**config.mk**
```make
export PLATFORM = sky130hd
export DESIGN_NAME = mdio_master_flat
export DESIGN_NICKNAME = d
export VERILOG_FILES = /design/src/rtl/mdio_master_if.sv /design/src/rtl/mdio_master.sv /design/src/flat_wrapper.sv
export SDC_FILE = /design/constraint.sdc
export NUM_CORES = 1
export LEC_CHECK = 0
export ABC_AREA = 1
export BUFFER_PORTS_ARGS = -buffer_cell sky130_fd_sc_hd__buf_2
export CAP_MARGIN = 20
export CORE_UTILIZATION = 30
export DETAILED_ROUTE_END_ITERATION = 10
export SKIP_LAST_GASP = 1
export SLEW_MARGIN = 20
export SYNTH_ARGS = -nofsm -noshare
export SYNTH_HDL_FRONTEND = slang
export SYNTH_SLANG_ARGS = --single-unit
```
**constraint.sdc**
```tcl
create_clock -name clk -period 2.25 [get_ports clk]
set_input_delay 0.1125 -clock clk [delete_from_list [all_inputs] [get_ports clk]]
set_output_delay 0.1125 -clock clk [all_outputs]
set_load 0.005 [all_outputs]
```
**src/rtl/mdio_master_if.sv**
```systemverilog
// Command/response channel between the register bridge and the MDIO master.
// "master" is the command issuer; "slave" is the MDIO engine.
interface mdio_master_if;
   logic        cmd_valid;
   logic        cmd_ready;
   logic        cmd_c45;
   logic [1:0]  cmd_op;
   logic [4:0]  cmd_phy;
   logic [4:0]  cmd_reg;
   logic [15:0] cmd_data;
   logic        rsp_valid;
   logic [15:0] rsp_data;
   logic        rsp_err;
   logic        busy;

   modport master (
      output cmd_valid, cmd_c45, cmd_op, cmd_phy, cmd_reg, cmd_data,
      input  cmd_ready, rsp_valid, rsp_data, rsp_err, busy
   );

   modport slave (
      input  cmd_valid, cmd_c45, cmd_op, cmd_phy, cmd_reg, cmd_data,
      output cmd_ready, rsp_valid, rsp_data, rsp_err, busy
   );
endinterface

```
**src/rtl/mdio_master.sv**
```systemverilog
// MDIO management master: Clause 22 / Clause 45 frames, runtime MDC divider,
// optional preamble, single-pulse read response with turnaround error flag.
//
// state  | meaning
// -------+-----------------------------------------------------------
// IDLE   | pad released, mdc low, waiting for a command
// PRE    | PRE_LEN preamble bits of 1
// HDR    | 14 header bits: ST, OP, PHYAD, REGAD, MSB first
// TA     | 2 turnaround bits (driven 1,0 on writes, released on reads)
// DATA   | 16 data bits, driven on writes, sampled on reads
// DONE   | one cycle, rsp_valid high
module mdio_master #(
   parameter int DIV_W   = 8,
   parameter int PRE_LEN = 32
) (
   input  logic             clk,
   input  logic             rst_n,
   input  logic [DIV_W-1:0] cfg_div,
   input  logic             cfg_pre_en,
   mdio_master_if.slave     bus,
   output logic             mdc,
   output logic             mdio_o,
   output logic             mdio_t,
   input  logic             mdio_i
);

   typedef enum logic [2:0] {
      S_IDLE,
      S_PRE,
      S_HDR,
      S_TA,
      S_DATA,
      S_DONE
   } state_t;

   state_t             state_q, state_d;
   logic [DIV_W-1:0]   div_cnt_q, div_cnt_d;
   logic [DIV_W-1:0]   div_q, div_d;
   logic [5:0]         bit_cnt_q, bit_cnt_d;
   logic [31:0]        tx_sr_q, tx_sr_d;
   logic [15:0]        rx_sr_q, rx_sr_d;
   logic               rd_q, rd_d;
   logic               ta_err_q, ta_err_d;

   logic               mdc_q, mdc_d;
   logic               mdio_o_q, mdio_o_d;
   logic               mdio_t_q, mdio_t_d;
   logic               cmd_ready_q, cmd_ready_d;
   logic               busy_q, busy_d;
   logic               rsp_valid_q, rsp_valid_d;
   logic [15:0]        rsp_data_q, rsp_data_d;
   logic               rsp_err_q, rsp_err_d;

   logic               rd_dec;
   logic [31:0]        frame_w;

   // Read-type decode differs between the two clauses.
   assign rd_dec  = bus.cmd_c45 ? bus.cmd_op[1] : (bus.cmd_op == 2'b10);
   assign frame_w = {1'b0, ~bus.cmd_c45, bus.cmd_op, bus.cmd_phy, bus.cmd_reg,
                     2'b10, rd_dec ? 16'h0000 : bus.cmd_data};

   assign mdc           = mdc_q;
   assign mdio_o        = mdio_o_q;
   assign mdio_t        = mdio_t_q;
   assign bus.cmd_ready = cmd_ready_q;
   assign bus.busy      = busy_q;
   assign bus.rsp_valid = rsp_valid_q;
   assign bus.rsp_data  = rsp_data_q;
   assign bus.rsp_err   = rsp_err_q;

   always_ff @(posedge clk or negedge rst_n) begin
      if (!rst_n) begin
         state_q     <= S_IDLE;
         div_cnt_q   <= '0;
         div_q       <= '0;
         bit_cnt_q   <= '0;
         tx_sr_q     <= '0;
         rx_sr_q     <= '0;
         rd_q        <= 1'b0;
         ta_err_q    <= 1'b0;
         mdc_q       <= 1'b0;
         mdio_o_q    <= 1'b1;
         mdio_t_q    <= 1'b1;
         cmd_ready_q <= 1'b1;
         busy_q      <= 1'b0;
         rsp_valid_q <= 1'b0;
         rsp_data_q  <= '0;
         rsp_err_q   <= 1'b0;
      end else begin
         state_q     <= state_d;
         div_cnt_q   <= div_cnt_d;
         div_q       <= div_d;
         bit_cnt_q   <= bit_cnt_d;
         tx_sr_q     <= tx_sr_d;
         rx_sr_q     <= rx_sr_d;
         rd_q        <= rd_d;
         ta_err_q    <= ta_err_d;
         mdc_q       <= mdc_d;
         mdio_o_q    <= mdio_o_d;
         mdio_t_q    <= mdio_t_d;
         cmd_ready_q <= cmd_ready_d;
         busy_q      <= busy_d;
         rsp_valid_q <= rsp_valid_d;
         rsp_data_q  <= rsp_data_d;
         rsp_err_q   <= rsp_err_d;
      end
   end

   always_comb begin
      state_d     = state_q;
      div_cnt_d   = div_cnt_q;
      div_d       = div_q;
      bit_cnt_d   = bit_cnt_q;
      tx_sr_d     = tx_sr_q;
      rx_sr_d     = rx_sr_q;
      rd_d        = rd_q;
      ta_err_d    = ta_err_q;
      mdc_d       = mdc_q;
      mdio_o_d    = mdio_o_q;
      mdio_t_d    = mdio_t_q;
      cmd_ready_d = cmd_ready_q;
      busy_d      = busy_q;
      rsp_valid_d = 1'b0;
      rsp_data_d  = rsp_data_q;
      rsp_err_d   = rsp_err_q;

      case (state_q)
         S_IDLE: begin
            mdc_d       = 1'b0;
            mdio_o_d    = 1'b1;
            mdio_t_d    = 1'b1;
            cmd_ready_d = 1'b1;
            busy_d      = 1'b0;
            if (bus.cmd_valid && cmd_ready_q) begin
               // Everything the frame needs is captured here; inputs may change freely afterwards.
               div_d       = cfg_div;
               div_cnt_d   = cfg_div;
               rd_d        = rd_dec;
               tx_sr_d     = frame_w;
               rx_sr_d     = '0;
               ta_err_d    = 1'b0;
               cmd_ready_d = 1'b0;
               busy_d      = 1'b1;
               mdio_t_d    = 1'b0;
               if (cfg_pre_en) begin
                  state_d   = S_PRE;
                  bit_cnt_d = 6'(PRE_LEN - 1);
                  mdio_o_d  = 1'b1;
               end else begin
                  state_d   = S_HDR;
                  bit_cnt_d = 6'd13;
                  mdio_o_d  = frame_w[31];
               end
            end
         end

         S_PRE, S_HDR, S_TA, S_DATA: begin
            if (div_cnt_q != '0) begin
               div_cnt_d = div_cnt_q - 1'b1;
            end else if (!mdc_q) begin
               // Rising MDC: sample what the PHY launched during the low phase.
               mdc_d     = 1'b1;
               div_cnt_d = div_q;
               if (state_q == S_TA && bit_cnt_q == 6'd0)
                  ta_err_d = mdio_i;
               if (state_q == S_DATA)
                  rx_sr_d = {rx_sr_q[14:0], mdio_i};
            end else begin
               mdc_d     = 1'b0;
               div_cnt_d = div_q;
               if (bit_cnt_q != 6'd0) begin
                  bit_cnt_d = bit_cnt_q - 6'd1;
                  if (state_q != S_PRE) begin
                     tx_sr_d  = {tx_sr_q[30:0], 1'b0};
                     mdio_o_d = tx_sr_q[30];
                  end
               end else begin
                  case (state_q)
                     S_PRE: begin
                        state_d   = S_HDR;
                        bit_cnt_d = 6'd13;
                        mdio_o_d  = tx_sr_q[31];
                     end
                     S_HDR: begin
                        state_d   = S_TA;
                        bit_cnt_d = 6'd1;
                        tx_sr_d   = {tx_sr_q[30:0], 1'b0};
                        mdio_o_d  = tx_sr_q[30];
                        mdio_t_d  = rd_q;
                     end
                     S_TA: begin
                        state_d   = S_DATA;
                        bit_cnt_d = 6'd15;
                        tx_sr_d   = {tx_sr_q[30:0], 1'b0};
                        mdio_o_d  = tx_sr_q[30];
                     end
                     S_DATA: begin
                        state_d     = S_DONE;
                        mdio_o_d    = 1'b1;
                        mdio_t_d    = 1'b1;
                        rsp_valid_d = 1'b1;
                        rsp_data_d  = rd_q ? rx_sr_q : 16'h0000;
                        rsp_err_d   = rd_q & ta_err_q;
                     end
                     default: ;
                  endcase
               end
            end
         end

         S_DONE: begin
            state_d     = S_IDLE;
            cmd_ready_d = 1'b1;
            busy_d      = 1'b0;
         end

         default: state_d = S_IDLE;
      endcase
   end

endmodule
```
**src/flat_wrapper.sv**
```systemverilog
// flat-port wrapper written by rule: the top's interface ports become plain ports
module mdio_master_flat 
#(
   parameter int DIV_W   = 8,
   parameter int PRE_LEN = 32
)
  (clk, rst_n, cfg_div, cfg_pre_en, mdc, mdio_o, mdio_t, mdio_i, bus_cmd_valid, bus_cmd_c45, bus_cmd_op, bus_cmd_phy, bus_cmd_reg, bus_cmd_data, bus_cmd_ready, bus_rsp_valid, bus_rsp_data, bus_rsp_err, bus_busy);
  mdio_master_if bus_i ();
  input  logic clk;
  input  logic rst_n;
  input  logic [DIV_W-1:0] cfg_div;
  input  logic cfg_pre_en;
  output logic mdc;
  output logic mdio_o;
  output logic mdio_t;
  input  logic mdio_i;
  input wire logic [$bits(bus_i.cmd_valid)-1:0] bus_cmd_valid;
  input wire logic [$bits(bus_i.cmd_c45)-1:0] bus_cmd_c45;
  input wire logic [$bits(bus_i.cmd_op)-1:0] bus_cmd_op;
  input wire logic [$bits(bus_i.cmd_phy)-1:0] bus_cmd_phy;
  input wire logic [$bits(bus_i.cmd_reg)-1:0] bus_cmd_reg;
  input wire logic [$bits(bus_i.cmd_data)-1:0] bus_cmd_data;
  output wire logic [$bits(bus_i.cmd_ready)-1:0] bus_cmd_ready;
  output wire logic [$bits(bus_i.rsp_valid)-1:0] bus_rsp_valid;
  output wire logic [$bits(bus_i.rsp_data)-1:0] bus_rsp_data;
  output wire logic [$bits(bus_i.rsp_err)-1:0] bus_rsp_err;
  output wire logic [$bits(bus_i.busy)-1:0] bus_busy;
  assign bus_i.cmd_valid = bus_cmd_valid;
  assign bus_i.cmd_c45 = bus_cmd_c45;
  assign bus_i.cmd_op = bus_cmd_op;
  assign bus_i.cmd_phy = bus_cmd_phy;
  assign bus_i.cmd_reg = bus_cmd_reg;
  assign bus_i.cmd_data = bus_cmd_data;
  assign bus_cmd_ready = bus_i.cmd_ready;
  assign bus_rsp_valid = bus_i.rsp_valid;
  assign bus_rsp_data = bus_i.rsp_data;
  assign bus_rsp_err = bus_i.rsp_err;
  assign bus_busy = bus_i.busy;
  mdio_master #(.DIV_W(DIV_W), .PRE_LEN(PRE_LEN)) u_core (.clk(clk), .rst_n(rst_n), .cfg_div(cfg_div), .cfg_pre_en(cfg_pre_en), .bus(bus_i), .mdc(mdc), .mdio_o(mdio_o), .mdio_t(mdio_t), .mdio_i(mdio_i));
endmodule
```
==> flow_summary.json <==
{
  "outcome": "finished clean",
  "maxSlewViolCount": 0,
  "synth.distinct_cells": 32,
  "combPwrFrac_pct": 47.0,
  "numPortBuffers": 64,
  "max-slew-margin-rel_pct": 53.8,
  "final_area_um2": 6050,
  "net-switching-power_mw": 3.81,
  "die_y_um": 133,
  "place_area_um2": 5640,
  "final.setup.worst_slack_ps": 328,
  "power_mw": 8.49,
  "cp_top_family": "simple AND/OR/NAND/NOR gates",
  "first_pass_iters": 6,
  "grt_overflow_total": 0,
  "postSynthAreaPerCell_um2": 7.51,
  "hold_path_class": "in -> reg",
  "period_share_pct": 85.4,
  "antenna_left": 0,
  "gp_congestion": 0.844,
  "cts_sinks": 98,
  "dp.cells": 951,
  "setup_viol": 0,
  "synth_warnings": 0,
  "grt_max_degree": 41,
  "rows": 47,
  "hold_depth": 3,
  "async_flop_share_pct": 100,
  "hold_violations": 0,
  "clock_skew_ps": 10.4,
  "min_to": "u_core.tx_sr_q[0]",
  "p_per_area_nw_per_um2": 1400,
  "r2r-start": "u_core.bit_cnt_q[0]",
  "syn2layout_area_growth_pct": 17.8,
  "seq_area_um2": 2460,
  "post_cts_resized": 0,
  "ys_seq_area_share_pct": 47.8,
  "viasPerCell": 4.59,
  "path_clk_slew_ps": 70,
  "fin_hold_ws_ps": 39.3,
  "drive_gt1_share_pct": 16.5,
  "synth.net_count": 730,
  "critPathBufInv": 3,
  "clock_latency_ps": 350,
  "multi_input_area_um2": 2320,
  "ios": 65,
  "critPathRequiredTime_ps": 2540,
  "vias": 4480,
  "min-delay-start": "bus_cmd_data[0]",
  "fmax_mhz": 520,
  "wl_per_cell_um": 12.3,
  "cts_buffers": 9,
  "cts_buffer_depth": 2,
  "worst_slew_pin_slew_ps": 692,
  "cap_violations": 0,
  "synth_edf_count": 0,
  "antenna_found_initial": 0,
  "reg2reg_to": "u_core.tx_sr_q[8]",
  "place_ws_ps": 360,
  "rsz0062_at_grt": "false",
  "core_area_um2": 16600,
  "synth_cells": 684,
  "drc": 0,
  "syn_area_um2": 5140,
  "fill_cells": 1768,
  "worstSetupEndpointType": "flop",
  "setup_tns_ps": 0,
  "antennaDiodeCount": 0,
  "crit_path_start_kind": "flop",
  "final_nets": 797,
  "start_util_pct": 30.9,
  "vdd_drop_max_uv": 614,
  "crit_fanout": 23,
  "fp.dieW_um": 133,
  "dieArea_um2": 17600,
  "cp_slowest_cell": "dfrtp_1",
  "p_int_mw": 4.68,
  "max_stage_delay_ps": 400,
  "fin_crit_ps": 1920,
  "worst-setup-path-type": "reg -> reg",
  "yosys_most_used_dff": "dfrtp_1",
  "p_leak_nw": 3.08,
  "grt_pass1_wl_mm": 20.7,
  "dpl.hpwl_mm": 8.30,
  "cts_tree": "yes",
  "pwr-share-clk_pct": 19.9,
  "first_global_vias": 4274,
  "p_sw_share_pct": 44.9,
  "crit_arrival_ps": 2210,
  "timing.critical_path.mode_cell": "nand2_1",
  "stdcell_count": 976,
  "path_cells": "inv_1 -> ha_1 -> nand3_2 -> nand2_1 -> inv_2 -> nor2_8 -> buf_4 -> nand3_1 -> nand2_1",
  "drt_iter0_drc": 239,
  "grt_usage_pct": 14.5,
  "htreeDepth": 3,
  "ys_ff_latch": 98,
  "r2r_cells": 9,
  "cts_root_buf": "clkbuf_16",
  "utilization_pct": 36.4,
  "reg2reg_slack_ps": 330,
  "routed_wl_mm": 12.0,
  "p_seq_share_pct": 33.1
}
sequential cells by signal, indices dropped and copies added, names as in the netlist, 3 cells and up:
name	cells
u_core.tx_sr_q	32
u_core.bus.rsp_data	16
u_core.rx_sr_q	16
u_core.div_cnt_q	8
u_core.div_q	8
u_core.bit_cnt_q	6
u_core.state_q	3
what timing repair did:
| item | CTS | global route |
|---|---|---|
| endpoints found under the hold margin | 43 | 0 |
| setup buffers | 0 | 0 |
| hold buffers | 9 | 0 |
Yosys cell counts, types with 6 or more instances:
| master | n | share of area [%] |
|---|---|---|
| dfrtp_1 | 95 | 46 |
| nor2_1 | 29 | 2.1 |
| nand3_1 | 61 | 5.9 |
| nand2_2 | 6 | 0.73 |
| o21ai_0 | 26 | 2.5 |
| o21ai_1 | 48 | 4.7 |
| nand2_1 | 305 | 22 |
| buf_6 | 8 | 1.8 |
| buf_2 | 14 | 1.4 |
| inv_1 | 31 | 2.3 |
| nor2_2 | 7 | 0.85 |
| buf_4 | 7 | 1.0 |
| nand4_1 | 7 | 0.85 |
worst reg2reg max path, cell delays in order (launching register included):
cell     delay (ps)
dfrtp_1         400
inv_1           150
ha_1            240
nand3_2         200
nand2_1         140
inv_2            70
nor2_8          180
buf_4           300
nand3_1         120
nand2_1          80
cells by family after synthesis:
| logic type | Yosys count | synth area share, % |
|---|---|---|
| flip-flops | 98 | 47.8 |
| AND/OR/NAND/NOR | 430 | 35.6 |
| AO/OA/AOI/OAI | 82 | 8.21 |
| XOR/XNOR | 2 | 0.341 |
| adder cells (fa/ha/maj) | 4 | 0.974 |
| buffers and inverters | 68 | 7.04 |
routing by layer:
layer / global-route usage (%) / part of all wire [%] / vias to the layer above
li1: - / - / 2325
met1: 19.2 / 49 / 2054
met2: 23.6 / 47 / 89
met3: 3.30 / 3.3 / 12
met4: 4.34 / 1.0 / 0
met5: 0 / 0 / -
worst max path at each step:
stage	start	slack, ps	to	cells past startpoint
after detailed placement	u_core.bit_cnt_q[0]	360	u_core.tx_sr_q[13]	9
after global routing	u_core.bit_cnt_q[0]	170	u_core.tx_sr_q[7]	9
after floorplan	u_core.div_cnt_q[0]	660	u_core.bit_cnt_q[0]	10
after CTS	u_core.bit_cnt_q[0]	340	u_core.tx_sr_q[20]	9
final	u_core.bit_cnt_q[0]	330	u_core.tx_sr_q[8]	9
after global placement	u_core.state_q[1]	390	u_core.bit_cnt_q[1]	9
power groups by stage:
| stage | logic (mW) | registers, mW | clock network (mW) |
|---|---|---|---|
| 2_1_floorplan | 3.41 | 2.65 | 0 |
| 4_1_cts | 4.04 | 2.81 | 1.74 |
| 6_report | 3.99 | 2.81 | 1.69 |
| 3_3_place_gp | 3.99 | 2.83 | 0 |
| 5_1_grt | 4.62 | 2.89 | 1.81 |
| 3_5_place_dp | 4.03 | 2.83 | 0 |
cell usage in the layout (no fill, tap or decap), types with 9 or more instances in the layout:
cell           instances
buf_2                 63
o21ai_0               26
dlygate4sd3_1          9
nor2_1                29
dfrtp_1               95
nand3_1               61
buf_4                 16
inv_1                 31
nand2_1              305
clkbuf_16              9
o21ai_1               48
area by class of cell:
cell class	instances	share of cell area, %
flip-flops and latches	98	40.6
repair buffers	89	9.02
multi-input cells	518	38.3
inverters	35	2.21
clock inverters	4	1.22
clock buffers	12	4.07
well taps	220	4.55
Power figures use the tool's default switching activity.
